File: src/rtl/mc_alu_pkg.sv
// Shared definitions for mc_alu: operation encodings and FSM state type.
package mc_alu_pkg;

  typedef enum logic [3:0] {
    OP_AND  = 4'b0000,
    OP_OR   = 4'b0001,
    OP_ADD  = 4'b0010,
    OP_SUB  = 4'b0110,
    OP_SLT  = 4'b0111,
    OP_MUL  = 4'b1000,
    OP_DIVU = 4'b1100,
    OP_REMU = 4'b1101
  } op_e;

  typedef enum logic [1:0] {
    S_IDLE,
    S_RUN,
    S_DONE
  } state_e;

endpackage

File: src/rtl/mc_alu_iter.sv
// Iterative datapath for mc_alu: shift-add multiply and, with MC_ALU_DIV_EN,
// unsigned restoring divide. One iteration per step; last flags the final one.
module mc_alu_iter
  import mc_alu_pkg::*;
#(
  parameter int unsigned WIDTH = 32
) (
  input  logic             clk,
  input  logic             rst_n,
  input  logic             load,
  input  logic             step,
`ifdef MC_ALU_DIV_EN
  input  logic             div,
  output logic [WIDTH-1:0] quo_next,
`endif
  input  logic [WIDTH-1:0] a,
  input  logic [WIDTH-1:0] b,
  output logic             last,
  output logic [WIDTH-1:0] acc_next
);

  localparam int unsigned CW = $clog2(WIDTH) + 1;

  // acc: product / partial remainder; md: multiplicand / divisor; mq: multiplier / quotient
  logic [WIDTH-1:0] acc, md, mq;
  logic [WIDTH-1:0] acc_n, md_n, mq_n;
  logic [CW-1:0]    cnt;

`ifdef MC_ALU_DIV_EN
  logic             div_q;
  logic [WIDTH:0]   sh;
`endif

  always_comb begin
    acc_n = acc;
    md_n  = md;
    mq_n  = mq;
`ifdef MC_ALU_DIV_EN
    sh = {acc, mq[WIDTH-1]};
    if (div_q) begin
      if (sh >= {1'b0, md}) begin
        acc_n = WIDTH'(sh - {1'b0, md});
        mq_n  = {mq[WIDTH-2:0], 1'b1};
      end else begin
        acc_n = sh[WIDTH-1:0];
        mq_n  = {mq[WIDTH-2:0], 1'b0};
      end
    end else
`endif
    begin
      if (mq[0]) acc_n = acc + md;
      md_n = md << 1;
      mq_n = mq >> 1;
    end
  end

  always_ff @(posedge clk or negedge rst_n) begin
    if (!rst_n) begin
      acc <= '0;
      md  <= '0;
      mq  <= '0;
      cnt <= '0;
`ifdef MC_ALU_DIV_EN
      div_q <= 1'b0;
`endif
    end else if (load) begin
      acc <= '0;
      cnt <= '0;
`ifdef MC_ALU_DIV_EN
      div_q <= div;
      md    <= div ? b : a;
      mq    <= div ? a : b;
`else
      md    <= a;
      mq    <= b;
`endif
    end else if (step) begin
      acc <= acc_n;
      md  <= md_n;
      mq  <= mq_n;
      cnt <= cnt + 1'b1;
    end
  end

  assign last     = (cnt == CW'(WIDTH - 1));
  assign acc_next = acc_n;
`ifdef MC_ALU_DIV_EN
  assign quo_next = mq_n;
`endif

endmodule

File: src/rtl/mc_alu.sv
// Multi-cycle ALU: single-cycle logic/arith ops, iterative MUL and (with
// MC_ALU_DIV_EN defined) DIVU/REMU. Without the macro DIVU/REMU act as unlisted ops.
module mc_alu
  import mc_alu_pkg::*;
#(
  parameter int unsigned WIDTH = 32
) (
  input  logic             clk,
  input  logic             rst_n,
  input  logic             start,
  input  logic [3:0]       op,
  input  logic [WIDTH-1:0] a,
  input  logic [WIDTH-1:0] b,
  output logic [WIDTH-1:0] y,
  output logic             busy,
  output logic             done,
  output logic             zero,
  output logic             negative,
  output logic             carry,
  output logic             overflow,
  output logic             div_by_zero
);

  state_e           state, state_n;
  logic             load, step, upd, known;
  logic [WIDTH-1:0] y_n;
  logic             c_n, v_n, dz_n;
  logic             last;
  logic [WIDTH-1:0] acc_next;
  logic [WIDTH-1:0] b_eff;
  logic [WIDTH:0]   sum_ext;
  logic             slt;

  assign b_eff   = (op == OP_SUB) ? ~b : b;
  assign sum_ext = {1'b0, a} + {1'b0, b_eff} + {{WIDTH{1'b0}}, (op == OP_SUB)};
  assign slt     = $signed(a) < $signed(b);

`ifdef MC_ALU_DIV_EN
  logic             iter_div, run_div, run_rem, dz_q;
  logic [WIDTH-1:0] quo_next;
  assign iter_div = (op == OP_DIVU) || (op == OP_REMU);
`endif

  mc_alu_iter #(.WIDTH(WIDTH)) u_iter (
    .clk      (clk),
    .rst_n    (rst_n),
    .load     (load),
    .step     (step),
`ifdef MC_ALU_DIV_EN
    .div      (iter_div),
    .quo_next (quo_next),
`endif
    .a        (a),
    .b        (b),
    .last     (last),
    .acc_next (acc_next)
  );

  always_comb begin
    state_n = state;
    load    = 1'b0;
    step    = 1'b0;
    upd     = 1'b0;
    known   = 1'b1;
    y_n     = '0;
    c_n     = 1'b0;
    v_n     = 1'b0;
    dz_n    = 1'b0;
    unique case (state)
      S_IDLE: if (start) begin
        upd     = 1'b1;
        state_n = S_DONE;
        case (op)
          OP_AND: y_n = a & b;
          OP_OR:  y_n = a | b;
          OP_ADD, OP_SUB: begin
            y_n = sum_ext[WIDTH-1:0];
            c_n = sum_ext[WIDTH];
            v_n = (a[WIDTH-1] == b_eff[WIDTH-1]) && (sum_ext[WIDTH-1] != a[WIDTH-1]);
          end
          OP_SLT: y_n[0] = slt;
          OP_MUL: begin
            upd     = 1'b0;
            load    = 1'b1;
            state_n = S_RUN;
          end
`ifdef MC_ALU_DIV_EN
          OP_DIVU, OP_REMU: begin
            if (b == '0) begin
              y_n  = (op == OP_DIVU) ? '1 : a;
              dz_n = 1'b1;
            end else begin
              upd     = 1'b0;
              load    = 1'b1;
              state_n = S_RUN;
            end
          end
`endif
          default: known = 1'b0;
        endcase
      end
      S_RUN: begin
        step = 1'b1;
        if (last) begin
          upd     = 1'b1;
          state_n = S_DONE;
`ifdef MC_ALU_DIV_EN
          y_n = (run_div && !run_rem) ? quo_next : acc_next;
`else
          y_n = acc_next;
`endif
        end
      end
      S_DONE:  state_n = S_IDLE;
      default: state_n = S_IDLE;
    endcase
  end

  always_ff @(posedge clk or negedge rst_n) begin
    if (!rst_n) begin
      state    <= S_IDLE;
      y        <= '0;
      zero     <= 1'b0;
      negative <= 1'b0;
      carry    <= 1'b0;
      overflow <= 1'b0;
`ifdef MC_ALU_DIV_EN
      dz_q    <= 1'b0;
      run_div <= 1'b0;
      run_rem <= 1'b0;
`endif
    end else begin
      state <= state_n;
      if (upd) begin
        y        <= y_n;
        // unlisted ops clear every flag, including zero
        zero     <= known && (y_n == '0);
        negative <= known && y_n[WIDTH-1];
        carry    <= c_n;
        overflow <= v_n;
`ifdef MC_ALU_DIV_EN
        dz_q <= dz_n;
`endif
      end
`ifdef MC_ALU_DIV_EN
      if (load) begin
        run_div <= iter_div;
        run_rem <= (op == OP_REMU);
      end
`endif
    end
  end

  assign busy = (state == S_RUN);
  assign done = (state == S_DONE);
`ifdef MC_ALU_DIV_EN
  assign div_by_zero = dz_q;
`else
  assign div_by_zero = 1'b0;
`endif

endmodule
File: config.mk
export PLATFORM = sky130hd
export DESIGN_NAME = mc_alu
export DESIGN_NICKNAME = d
export VERILOG_FILES = /design/src/rtl/mc_alu_pkg.sv /design/src/rtl/mc_alu_iter.sv /design/src/rtl/mc_alu.sv
export SDC_FILE = /design/constraint.sdc
export NUM_CORES = 1
export LEC_CHECK = 0
export ABC_AREA = 1
export BUFFER_PORTS_ARGS = -buffer_cell sky130_fd_sc_hd__buf_2
export CORE_MARGIN = 1.5
export CORE_UTILIZATION = 45
export DETAILED_ROUTE_END_ITERATION = 8
export SLEW_MARGIN = 20
export SYNTH_ARGS = -nofsm -noshare
export SYNTH_HDL_FRONTEND = slang
export SYNTH_SLANG_ARGS = --single-unit
File: constraint.sdc
create_clock -name clk -period 6.5 [get_ports clk]
set_input_delay 0.325 -clock clk [delete_from_list [all_inputs] [get_ports clk]]
set_output_delay 0.325 -clock clk [all_outputs]
set_load 0.02 [all_outputs]
---- Yosys cells after proc, flatten, opt, wreduce, memory -nomap -nowiden ----
Cells that the tools add are included.
operators by class
  mux-type cells .......................... 36
  equal/unequal tests ..................... 12
  reduce and logical (&&, ||, !) cells .... 10
  order comparisons ....................... 1
  bitwise logic cells ..................... 3
  add/subtract/negate cells ............... 4
operators by type and width
  cell                   count
  $mux W32               10
  $pmux W31 S3           1
  $pmux W32 S2           1
  $add A32 B32 Y33       1
  $add A33 B1 Y33        1
  $add A32 B32 Y32       1
  $and A32 B32 Y32       1
  $logic_not A32 Y1      1
  $lt A32 B32 Y1         1
  $not A32 Y32           1
  $or A32 B32 Y32        1
  $mux W1                16
  $mux W6                2
  $eq A4 B3 Y1 const B   2
  $add A6 B1 Y6 const B  1
  $eq A6 B5 Y1 const B   1
  $mux W2                3
  $reduce_or A6 Y1       1
  $eq A4 B1 Y1 const B   1
  $eq A4 B2 Y1 const B   1
  $eq A4 B4 Y1 const B   1
  $logic_not A4 Y1       1
  $pmux W1 S4            1
  $pmux W2 S2            1
  other kinds (12)       14
storage, ports and cells
  input port bits ......................... 71
  output and inout port bits .............. 39
  word-level logic and storage cells ...... 76
  bits in registers ....................... 140

---- Logic depth before layout (Yosys ltp) ----
Gate-level depths: netlist of the first run.
  depth in word-level cells ............... 9
  mapped depth ............................ 26
  gate-level depth less buffers ........... 26

---- Modules after synthesis ----
A second synthesis of the first run with hierarchy kept.
second synthesis, totals
  cell total of the unflattened synthesis .. 2209
  area total of the unflattened synthesis .. 14168.6 sq um
modules (own cells, without submodules)
  module       area each (sq um)  seq. area each (sq um)  cells each  instances
  mc_alu_iter  7120.6             2552.4                  1056        1
  mc_alu       7048.0             950.9                   1153        1

---- Worst setup path before layout of the first run ----
No wires, ideal clock.
  kind .................................... input -> register
  from .................................... input op[1]
  to ...................................... register zero
  setup time .............................. 0.066 ns
  buffers on the path ..................... 1
  path slack .............................. 3.598 ns
  data required time ...................... 6.434 ns
  arrival ................................. 2.836 ns
  stages on the path ...................... 22
  cell sequence ........................... inv_2 nor2_4 nand2_2 buf_1 xor2_1 ha_1 a21oi_1 o21a_1 nand2_1 nand2_1 nand2_2 nand2_1 nand2_1 nand2_1 nand3b_1 nand2_1 nor2_1 o21ai_2 nand2_1 nor2_1 nand4_1 nand2_1
on the way
  longest elaborated chain between the ends .. 9
ends and longest elaborated chain
  what                                         line                                      RTL
  from (decl)                                  mc_alu.sv:11                              input logic [3:0] op,
  $eq A4 B3 Y1                                 mc_alu.sv:34, mc_alu.sv:35, mc_alu.sv:73
  $mux W32                                     mc_alu.sv:34                              assign b_eff = (op == OP_SUB) ? ~b : b;
  $add A32 B32 Y33                             mc_alu.sv:35                              assign sum_ext = {1'b0, a} + {1'b0, b_eff} + {{WIDTH{1'b0}}, (op == OP_SUB)};
  $add A33 B1 Y33                              mc_alu.sv:35
  $pmux W1 S4 or $pmux W31 S3 (tied branches)  mc_alu.sv:73                              case (op)
  $mux W32                                     mc_alu.sv:70                              S_IDLE: if (start) begin
  $pmux W32 S2                                 mc_alu.sv:69                              unique case (state)
  $logic_not A32 Y1                            mc_alu.sv:137                             zero <= known && (y_n == '0);
  $logic_and A1 B1 Y1                          mc_alu.sv:137
  to (signal assigned)                         mc_alu.sv:137
  to (decl)                                    mc_alu.sv:17                              output logic zero,
Several ways; a longest one is shown, not always the timed one.
A chain may end at the register's enable or synchronous reset.

---- Final worst setup path of the first run ----
  from .................................... input op[3]
  to ...................................... register zero
The elaborated chain is that of the path after synthesis.

==> results of run 1 <==
[final timing paths]
| check | from | end |
|---|---|---|
| max | op[3] | zero |
| min | b[8] | u_iter.mq[8] |
| max reg2reg | u_iter.mq[0] | zero |
| min reg2reg | negative | negative |
| max in group asynchronous | rst_n | y[21] |
| min in group asynchronous | rst_n | y[1] |
[kinds of logic (layout without fill, tap and decap cells)]
family | after synthesis | count (layout) | synth area share
buffers and inverters | 311 | 409 | 0.0912
adders and majority gates | 167 | 167 | 0.162
other | 1 | 1 | 0.000289
and+or+nand+nor | 912 | 912 | 0.298
DFF | 140 | 140 | 0.270
AOI/OAI and AO/OA | 337 | 337 | 0.153
xor gates and xnor gates | 37 | 37 | 0.0250
[sequential cells by signal (all words and copies together), names as in the netlist]
signal / count
carry: 1
negative: 1
overflow: 1
state: 2
u_iter.acc: 32
u_iter.cnt: 6
u_iter.md: 32
u_iter.mq: 32
y: 32
zero: 1
[routing by layer]
metal  GRT usage  wire (µm)  vias to the layer above
li1            -          -                     6455
met2       0.452      19100                      346
met5           0          0                        -
met1       0.435      21900                     6202
met4      0.0659        729                        0
met3      0.0387       2210                       44
[power groups by stage]
stage	Sequential (µW)	Clock (µW)	Combinational, µW
floorplan	1370	0	1700
global placement	1420	0	2280
detailed placement	1420	0	2300
CTS	1400	1040	2320
global route	1450	1080	2660
finish	1410	1020	2330
[stage by stage]
step	area (µm²)	hold WS, ns	std cells	worst slack [ns]	power [µW]
2_1_floorplan	13000	0.0294	1905	3.60	3070
3_3_place_gp	13900	0.391	2348	2.58	3690
3_5_place_dp	13900	0.400	2348	2.56	3720
4_1_cts	14500	0.273	2381	3.03	4760
5_1_grt	14500	0.281	2381	2.74	5190
6_report	14500	0.283	2381	3.01	4760
[synth_stat cells, drive strengths merged, types with 2 or more instances]
| cell | count |
|---|---|
| inv | 254 |
| fa | 2 |
| clkbuf | 34 |
| o21a | 7 |
| buf | 19 |
| a21boi | 2 |
| o221ai | 31 |
| a22o | 2 |
| nor3 | 20 |
| nor4 | 7 |
| a221oi | 3 |
| o211ai | 35 |
| ha | 165 |
| o21bai | 9 |
| dfrtp | 140 |
| a21oi | 115 |
| nand3b | 14 |
| nand4 | 13 |
| xor2 | 36 |
| a21o | 4 |
| nand3 | 184 |
| nor2 | 129 |
| nand2 | 531 |
| clkinv | 4 |
| o31ai | 3 |
| o22ai | 4 |
| or2 | 13 |
| o21ai | 120 |
[cell type report]
cell class / instances / area, µm²
multi-input cells: 1454 / 8310
clock buffers: 17 / 425
inverters: 258 / 968
fillers: 2941 / 13600
well taps: 378 / 473
flip-flops and latches: 140 / 3500
clock inverters: 15 / 189
repair buffers: 119 / 632
[worst max-delay path: cells and delay by family]
family | cells | cell delay [ns]
AOI/OAI and AO/OA | 3 | 0.57
adders and majority gates | 1 | 0.40
buffers and inverters | 3 | 0.33
and+or+nand+nor | 18 | 2.24
[layout by cell type (no fill, tap or decap), types with 7 or more instances in the layout]
cell type  count
nand2_2        7
a21oi_1      112
buf_2        107
buf_4         10
nor3_1        18
nand2_1      524
or2_2         11
dfrtp_1      140
o21ai_0      117
nand3_1      182
nand3b_1      14
o21bai_1       9
nor2_1       123
o211ai_1      35
o221ai_1      31
clkbuf_16     17
nand4_1       13
ha_1         165
inv_1        250
xor2_1        36
o21a_1         7
nor4_1         7
==> flow_summary_export.csv, run 1 <==
group,metric,value,unit
worst_setup_path,slowest_delay,0.55,ns
synth,synth_top_area_frac,0.270,
sta,fin_skew,0.0132,ns
worst_setup_path,crit_fanout,33,
sta,max_freq,287,MHz
cells_and_area,area_delta_synth_final,11.8,%
route,route.vias.total,13000,
sta,tightest_slew,1.05,ns
die,start_util,0.462,
pwr,comb_power_share,0.489,
route,drt_iter0_drc,1183,
global_route,grt_max_degree,74,
pwr,p_leak,0.00764,µW
route,wl_per_cell,18.4,µm
synth,avgSynthCellArea,6.81,µm²
clock_network,cts-root-buf,"clkbuf_16",
synth,ys_seq_area_frac,0.270,
hold_path,hold_path_depth,3,
worst_setup_path,cp-end-kind,"flop",
sta,finalCritPeriodShare,0.536,
sta,rsz0062_at_grt,"false",
worst_setup_path,ff2ff_path_depth,17,
sta,report.final.slew_viol_count,0,
worst_setup_path,worstPathRequired,6.89,ns
synth,yosys-top-cells-area,"dfrtp_1 27%, ha_1 16%, nand2_1 15%",
global_route,grt_pass1_wl,68500,µm
synth,ys_async_sr_fraction,1.00,
pwr,powerDensity,328,nW/µm²
cells_and_area,antenna_cells,0,
pwr,vdd_ir_drop_max,0.184,mV
clock_network,cts-htree-levels,4,
sta,min_period,3.49,ns
synth,synth_ff_type,"dfrtp_1",
synth,ys_ff_latch,140,
pwr,clock_power_share,0.215,
sta,relSlewSlack,0.299,
clock_network,cts.path.max_buffers,2,
worst_setup_path,crit_path_top_delay_cell,"nand2_2",
clock_network,postCtsSetupBuffers,0,
pwr,intPower,2510,µW
worst_setup_path,critPathArrivalTime,3.87,ns
place,routabilityCongestion,0.932,
clock_network,clk_pin_slew_worst_paths,0.07,ns
die,die_height,173,µm
clock_network,ctsResizeCount,0,
worst_setup_path,crit_top_cell,"nand2_1",
synth,synth_fp_nets,2143,
job,max_cap_violations,0,
worst_setup_path,worstSetupPathType,"in2reg",
place,hpwl,34400,µm
synth,synth_edf_count,0,
clock_network,clk_latency,0.45,ns
worst_setup_path,r2r_slack,3.06,ns
global_route,grt_use_total,0.293,
clock_network,cts_tree,"done",
status,outcome,"finished, final reports clean",
cells_and_area,final_nets,2228,
place,port_buffers,108,
route,drc,0,
sta,final-hold-violation-count,0,
die,dieArea,29900,µm²
synth,synth.largest_area_cell,"dfrtp_1",
synth,syn-cell-area,13000,µm²
die,die_w,173,µm
global_route,antenna_found_initial,0,
worst_setup_path,cp-start-kind,"input pin",
clock_network,hold_buffers,1,
sta,fin_setup_tns,0,ns
die,row_count,61,
route,avgViaCountPerCell,5.48,
cells_and_area,drive_gt1_frac,0.0929,
sta,setup_viol_count_final,0,
clock_network,cts_made_buffers,17,
clock_network,cts.sinks,140,
pwr,switching_share,0.473,
cells_and_area,utilization,0.516,
hold_path,worstHoldPathType,"in2reg",
synth,synth_cell_types,47,
route,routed_wl,43900,µm
route,final_antenna_net_count,0,
die,ios,110,
pwr,power_switching,2250,µW
die,core_area,28100,µm²
synth,synthCells,1905,
pwr,power_frac_seq,0.296,
synth,yosysWarningCount,0,
global_route,overflow,0,
global_route,grt_pass1_vias,12300,
route,drtPass1Iterations,8,
Note: power is estimated with default switching activity, not from simulation.
==> run 2: changes to the inputs <==
==> constraint.sdc (replaced) <==
create_clock -name clk -period 3.4 [get_ports clk]
set_input_delay 0.17 -clock clk [delete_from_list [all_inputs] [get_ports clk]]
set_output_delay 0.17 -clock clk [all_outputs]
set_load 0.02 [all_outputs]
==> flow_summary_export.csv, run 2 (synthesis results as in run 1) <==
group,metric,value,unit
route,routed_wl,43200,µm
clock_network,postCtsSetupBuffers,0,
sta,fin_ws,0.343,ns
clock_network,cts-htree-levels,4,
hold_path,hold_end,"u_iter.md[0]",
worst_setup_path,crit_path_top_delay_cell,"fa_1",
route,wl_per_cell,18.1,µm
route,route.vias.total,13000,
pwr,powerDensity,630,nW/µm²
global_route,grt_max_degree,82,
place,pre_cts_slack,0.149,ns
pwr,vdd_ir_drop_max,0.269,mV
sta,min_period,3.06,ns
die,start_util,0.462,
die,die_w,173,µm
worst_setup_path,slowest_delay,0.42,ns
worst_setup_path,ff2ff_path_depth,19,
worst_setup_path,cp-end-kind,"flop",
route,drt_iter0_drc,1095,
cells_and_area,antenna_cells,0,
worst_setup_path,worstPathRequired,3.76,ns
sta,rsz0062_at_grt,"false",
sta,finalCritPeriodShare,0.899,
route,avgViaCountPerCell,5.44,
cells_and_area,utilization,0.520,
clock_network,hold_buffers,1,
sta,hold_slack,0.115,ns
die,ios,110,
global_route,overflow,0,
route,drc,0,
worst_setup_path,r2r_start,"u_iter.md[0]",
worst_setup_path,crit_fanout,4,
sta,max_freq,327,MHz
clock_network,cts.path.max_buffers,2,
worst_setup_path,r2r_slack,0.34,ns
place,routabilityCongestion,0.982,
die,die_height,173,µm
worst_setup_path,cp-start-kind,"flop",
die,core_area,28100,µm²
clock_network,cts-root-buf,"clkbuf_16",
pwr,p_leak,0.00769,µW
route,final_antenna_net_count,0,
place,placed_cell_area,14000,µm²
sta,final-hold-violation-count,0,
cells_and_area,final_nets,2239,
global_route,grt_use_total,0.288,
worst_setup_path,crit_chain,"ha_1 -> fa_1 -> nand3_1 -> nand2_1 -> nand2_1 -> nand2_1 -> nand3_1 -> nand2_1 -> nand2_1 -> nand3_1 -> nand3_1 -> nand2_1 -> nor2_1 -> nand3_1 -> nor2_1 -> nand3_1 -> nor2_1 -> nand4_1 -> nand2_1",
sta,tightest_slew,0.868,ns
cells_and_area,final_area,14600,µm²
hold_path,hold_path_depth,3,
worst_setup_path,worstSetupPathType,"reg2reg",
route,drtPass1Iterations,5,
clock_network,cts_tree,"done",
sta,fin_skew,0.0138,ns
clock_network,ctsResizeCount,0,
hold_path,worstHoldPathType,"in2reg",
sta,fin_setup_tns,0,ns
clock_network,cts_made_buffers,17,
clock_network,cts.sinks,140,
cells_and_area,drive_gt1_frac,0.0978,
status,outcome,"finished, final reports clean",
worst_setup_path,critPathArrivalTime,3.42,ns
place,hpwl,34400,µm
cells_and_area,final_common_cell,"nand2_1",
die,row_count,61,
hold_path,hold_start,"a[0]",
worst_setup_path,timing.rr.end,"zero",
clock_network,clk_pin_slew_worst_paths,0.07,ns
global_route,grt_pass1_wl,68200,µm
place,port_buffers,108,
cells_and_area,final_cell_mix,"524 x nand2_1, 250 x inv_1, 182 x nand3_1",
sta,report.final.slew_viol_count,0,
cells_and_area,area_delta_synth_final,12.6,%
global_route,grt_pass1_vias,12500,
job,max_cap_violations,0,
global_route,antenna_found_initial,0,
worst_setup_path,crit_top_cell,"nand2_1",
sta,relSlewSlack,0.422,
sta,setup_viol_count_final,0,
clock_network,clk_latency,0.43,ns
die,dieArea,29900,µm²
run 2: cell types whose count changed in the layout (fill, tap and decap cells not counted), moves of 2 or more:
cell        change
buf_4           +9
bufinv_16       +2
clkinvlp_4      +3
buf_12          +2
clkinv_4        -2
clkinv_8        -5
inv_6           +3
run 2: power by group:
part           internal, µW  total (µW)  switching (µW)  leakage (µW)
clock                  1130        1990             860      0.000292
sequential             2260        2730             472       0.00182
combinational          1540        4470            2940       0.00558
total                  4930        9200            4270       0.00769
run 2: worst max path at each step:
stage                end  cells past startpoint          from
finish              zero                     19  u_iter.md[0]
global route        zero                     19  u_iter.md[0]
CTS                 zero                     19  u_iter.md[0]
detailed placement  zero                     22         op[1]
global placement    zero                     22         op[3]
floorplan           zero                     22         op[1]
run 2: final cells by class:
type | count | area, µm²
clock inverters | 14 | 171
clock buffers | 18 | 439
fillers | 2910 | 13500
inverters | 258 | 968
multi-input cells | 1454 | 8310
well taps | 378 | 473
flip-flops and latches | 140 | 3500
repair buffers | 130 | 739
run 2: metrics by stage:
step                power, µW  std cells
CTS                      9180       2392
floorplan                5870       1905
detailed placement       7150       2359
global placement         7090       2359
global route             9980       2392
finish                   9200       2392
run 2: routing by layer:
layer	vias up	wire length, µm	global-route usage
met4	0	799	0.0717
met5	-	0	0
li1	6474	-	-
met1	6138	21700	0.435
met3	54	2080	0.0292
met2	346	18700	0.439
run 2: worst max-delay path: cells and delay by family, from the launching register on:
kind / cells / cell delay, ns
adders and majority gates: 2 / 0.71
DFF: 1 / 0.40
and+or+nand+nor: 17 / 1.85
==> run 3: changes to the inputs <==
--- a/config.mk
+++ b/config.mk
@@ -9,6 +9,7 @@
 export BUFFER_PORTS_ARGS = -buffer_cell sky130_fd_sc_hd__buf_2
 export CORE_MARGIN = 1.5
 export CORE_UTILIZATION = 45
+export CTS_BUF_LIST = sky130_fd_sc_hd__clkbuf_8
 export DETAILED_ROUTE_END_ITERATION = 8
 export SLEW_MARGIN = 20
 export SYNTH_ARGS = -nofsm -noshare
==> flow_summary_export.csv, run 3 (synthesis results as in run 1) <==
group,metric,value,unit
status,outcome,"finished, final reports clean",
die,ios,110,
global_route,grt_use_total,0.287,
hold_path,worstHoldPathType,"in2reg",
clock_network,clk_pin_slew_worst_paths,0.11,ns
pwr,intPower,4500,µW
pwr,comb_power_share,0.513,
route,drt_iter0_drc,1088,
clock_network,clk_latency,0.46,ns
place,port_buffers,108,
die,die_w,173,µm
pwr,power_switching,4200,µW
worst_setup_path,r2r_slack,0.30,ns
clock_network,cts_made_buffers,17,
global_route,antenna_found_initial,0,
route,avgViaCountPerCell,5.40,
pwr,finalPower,8700,µW
route,wl_per_cell,18.0,µm
sta,report.final.slew_viol_count,0,
global_route,grt_pass1_vias,12400,
job,max_cap_violations,0,
worst_setup_path,crit_fanout,4,
sta,rsz0062_at_grt,"false",
sta,fin_setup_tns,0,ns
cells_and_area,final_common_cell,"nand2_1",
pwr,power_frac_seq,0.314,
route,final_antenna_net_count,0,
pwr,clock_power_share,0.173,
worst_setup_path,worstSetupPathType,"reg2reg",
pwr,switching_share,0.483,
worst_setup_path,cp-end-kind,"flop",
clock_network,cts-root-buf,"clkbuf_8",
sta,max_freq,322,MHz
sta,tightest_slew,0.856,ns
route,drc,0,
clock_network,postCtsSetupBuffers,0,
cells_and_area,antenna_cells,0,
cells_and_area,final_nets,2239,
sta,fin_ws,0.297,ns
die,start_util,0.462,
cells_and_area,final_cell_mix,"524 x nand2_1, 250 x inv_1, 182 x nand3_1",
die,dieArea,29900,µm²
route,route.vias.total,12900,
pwr,powerDensity,603,nW/µm²
cells_and_area,drive_gt1_frac,0.0978,
global_route,grt_max_degree,82,
worst_setup_path,worstPathRequired,3.78,ns
pwr,p_leak,0.00760,µW
worst_setup_path,critPathArrivalTime,3.49,ns
place,routabilityCongestion,0.982,
clock_network,cts.sinks,140,
global_route,overflow,0,
global_route,grt_pass1_wl,68000,µm
sta,final-hold-violation-count,0,
clock_network,cts_tree,"done",
clock_network,cts.path.max_buffers,2,
pwr,vdd_ir_drop_max,0.212,mV
sta,finalCritPeriodShare,0.913,
worst_setup_path,cp-start-kind,"flop",
route,routed_wl,43100,µm
place,pre_cts_slack,0.149,ns
clock_network,cts-htree-levels,4,
cells_and_area,area_delta_synth_final,11.1,%
sta,relSlewSlack,0.429,
sta,min_period,3.10,ns
sta,setup_viol_count_final,0,
sta,hold_slack,0.0773,ns
route,drtPass1Iterations,5,
place,hpwl,34400,µm
die,row_count,61,
die,core_area,28100,µm²
sta,fin_skew,0.0259,ns
die,die_height,173,µm
==> run 3: changes by cell type in the layout (fill, tap and decap cells not counted) <==
cell	previous run	this run
clkbuf_8	1	18
clkbuf_16	17	0
==> run 3: per-layer routing <==
layer  share of wire  global-route usage
met1            0.51               0.437
met2            0.43               0.439
met3           0.044              0.0233
met4           0.016              0.0674
met5               0                   0
==> run 3: worst max-delay path, cell delays in order, from the launching register on <==
cell,delay (ns)
dfrtp_1,0.41
ha_1,0.29
fa_1,0.42
nand3_1,0.13
nand2_1,0.10
nand2_1,0.09
nand2_1,0.09
nand3_1,0.12
nand2_1,0.17
nand2_1,0.10
nand3_1,0.15
nand3_1,0.16
nand2_1,0.08
nor2_1,0.09
nand3_1,0.16
nor2_1,0.14
nand3_1,0.07
nor2_1,0.09
nand4_1,0.08
nand2_1,0.06
==> run 3: final timing paths <==
kind | from | end | cells past startpoint
setup / recovery | u_iter.md[0] | zero | 19
hold / removal | a[0] | u_iter.md[0] | 3
setup reg to reg | u_iter.md[0] | zero | 19
hold reg to reg | y[31] | y[31] | 2
max in group asynchronous | rst_n | y[24] | 3
min in group asynchronous | rst_n | y[11] | 2
==> run 3: power groups by stage <==
stage / combinational (µW) / sequential, µW / clock, µW
3_3_place_gp: 4350 / 2740 / 0
3_5_place_dp: 4400 / 2750 / 0
2_1_floorplan: 3250 / 2610 / 0
6_report: 4460 / 2730 / 1510
5_1_grt: 5080 / 2800 / 1590
4_1_cts: 4430 / 2720 / 1540
==> run 3: per-stage QoR <==
step / util / instance area (µm²) / std cells
after floorplan: - / 13000 / 1905
after global placement: 0.498 / 14000 / 2359
after detailed placement: 0.498 / 14000 / 2359
after CTS: 0.513 / 14400 / 2392
after global routing: 0.513 / 14400 / 2392
final: 0.513 / 14400 / 2392
==> run 3: cell type report <==
class                   count  area (µm²)
inverters                 258         968
clock inverters            14         171
multi-input cells        1454        8310
fillers                  2932       13700
well taps                 378         473
flip-flops and latches    140        3500
repair buffers            130         739
clock buffers              18         248
==> run 3: repair_timing <==
| item | in CTS | in global routing |
|---|---|---|
| hold endpoints to repair | 59 | 0 |
| gates resized for setup | 0 | 0 |
| hold buffers | 1 | 0 |
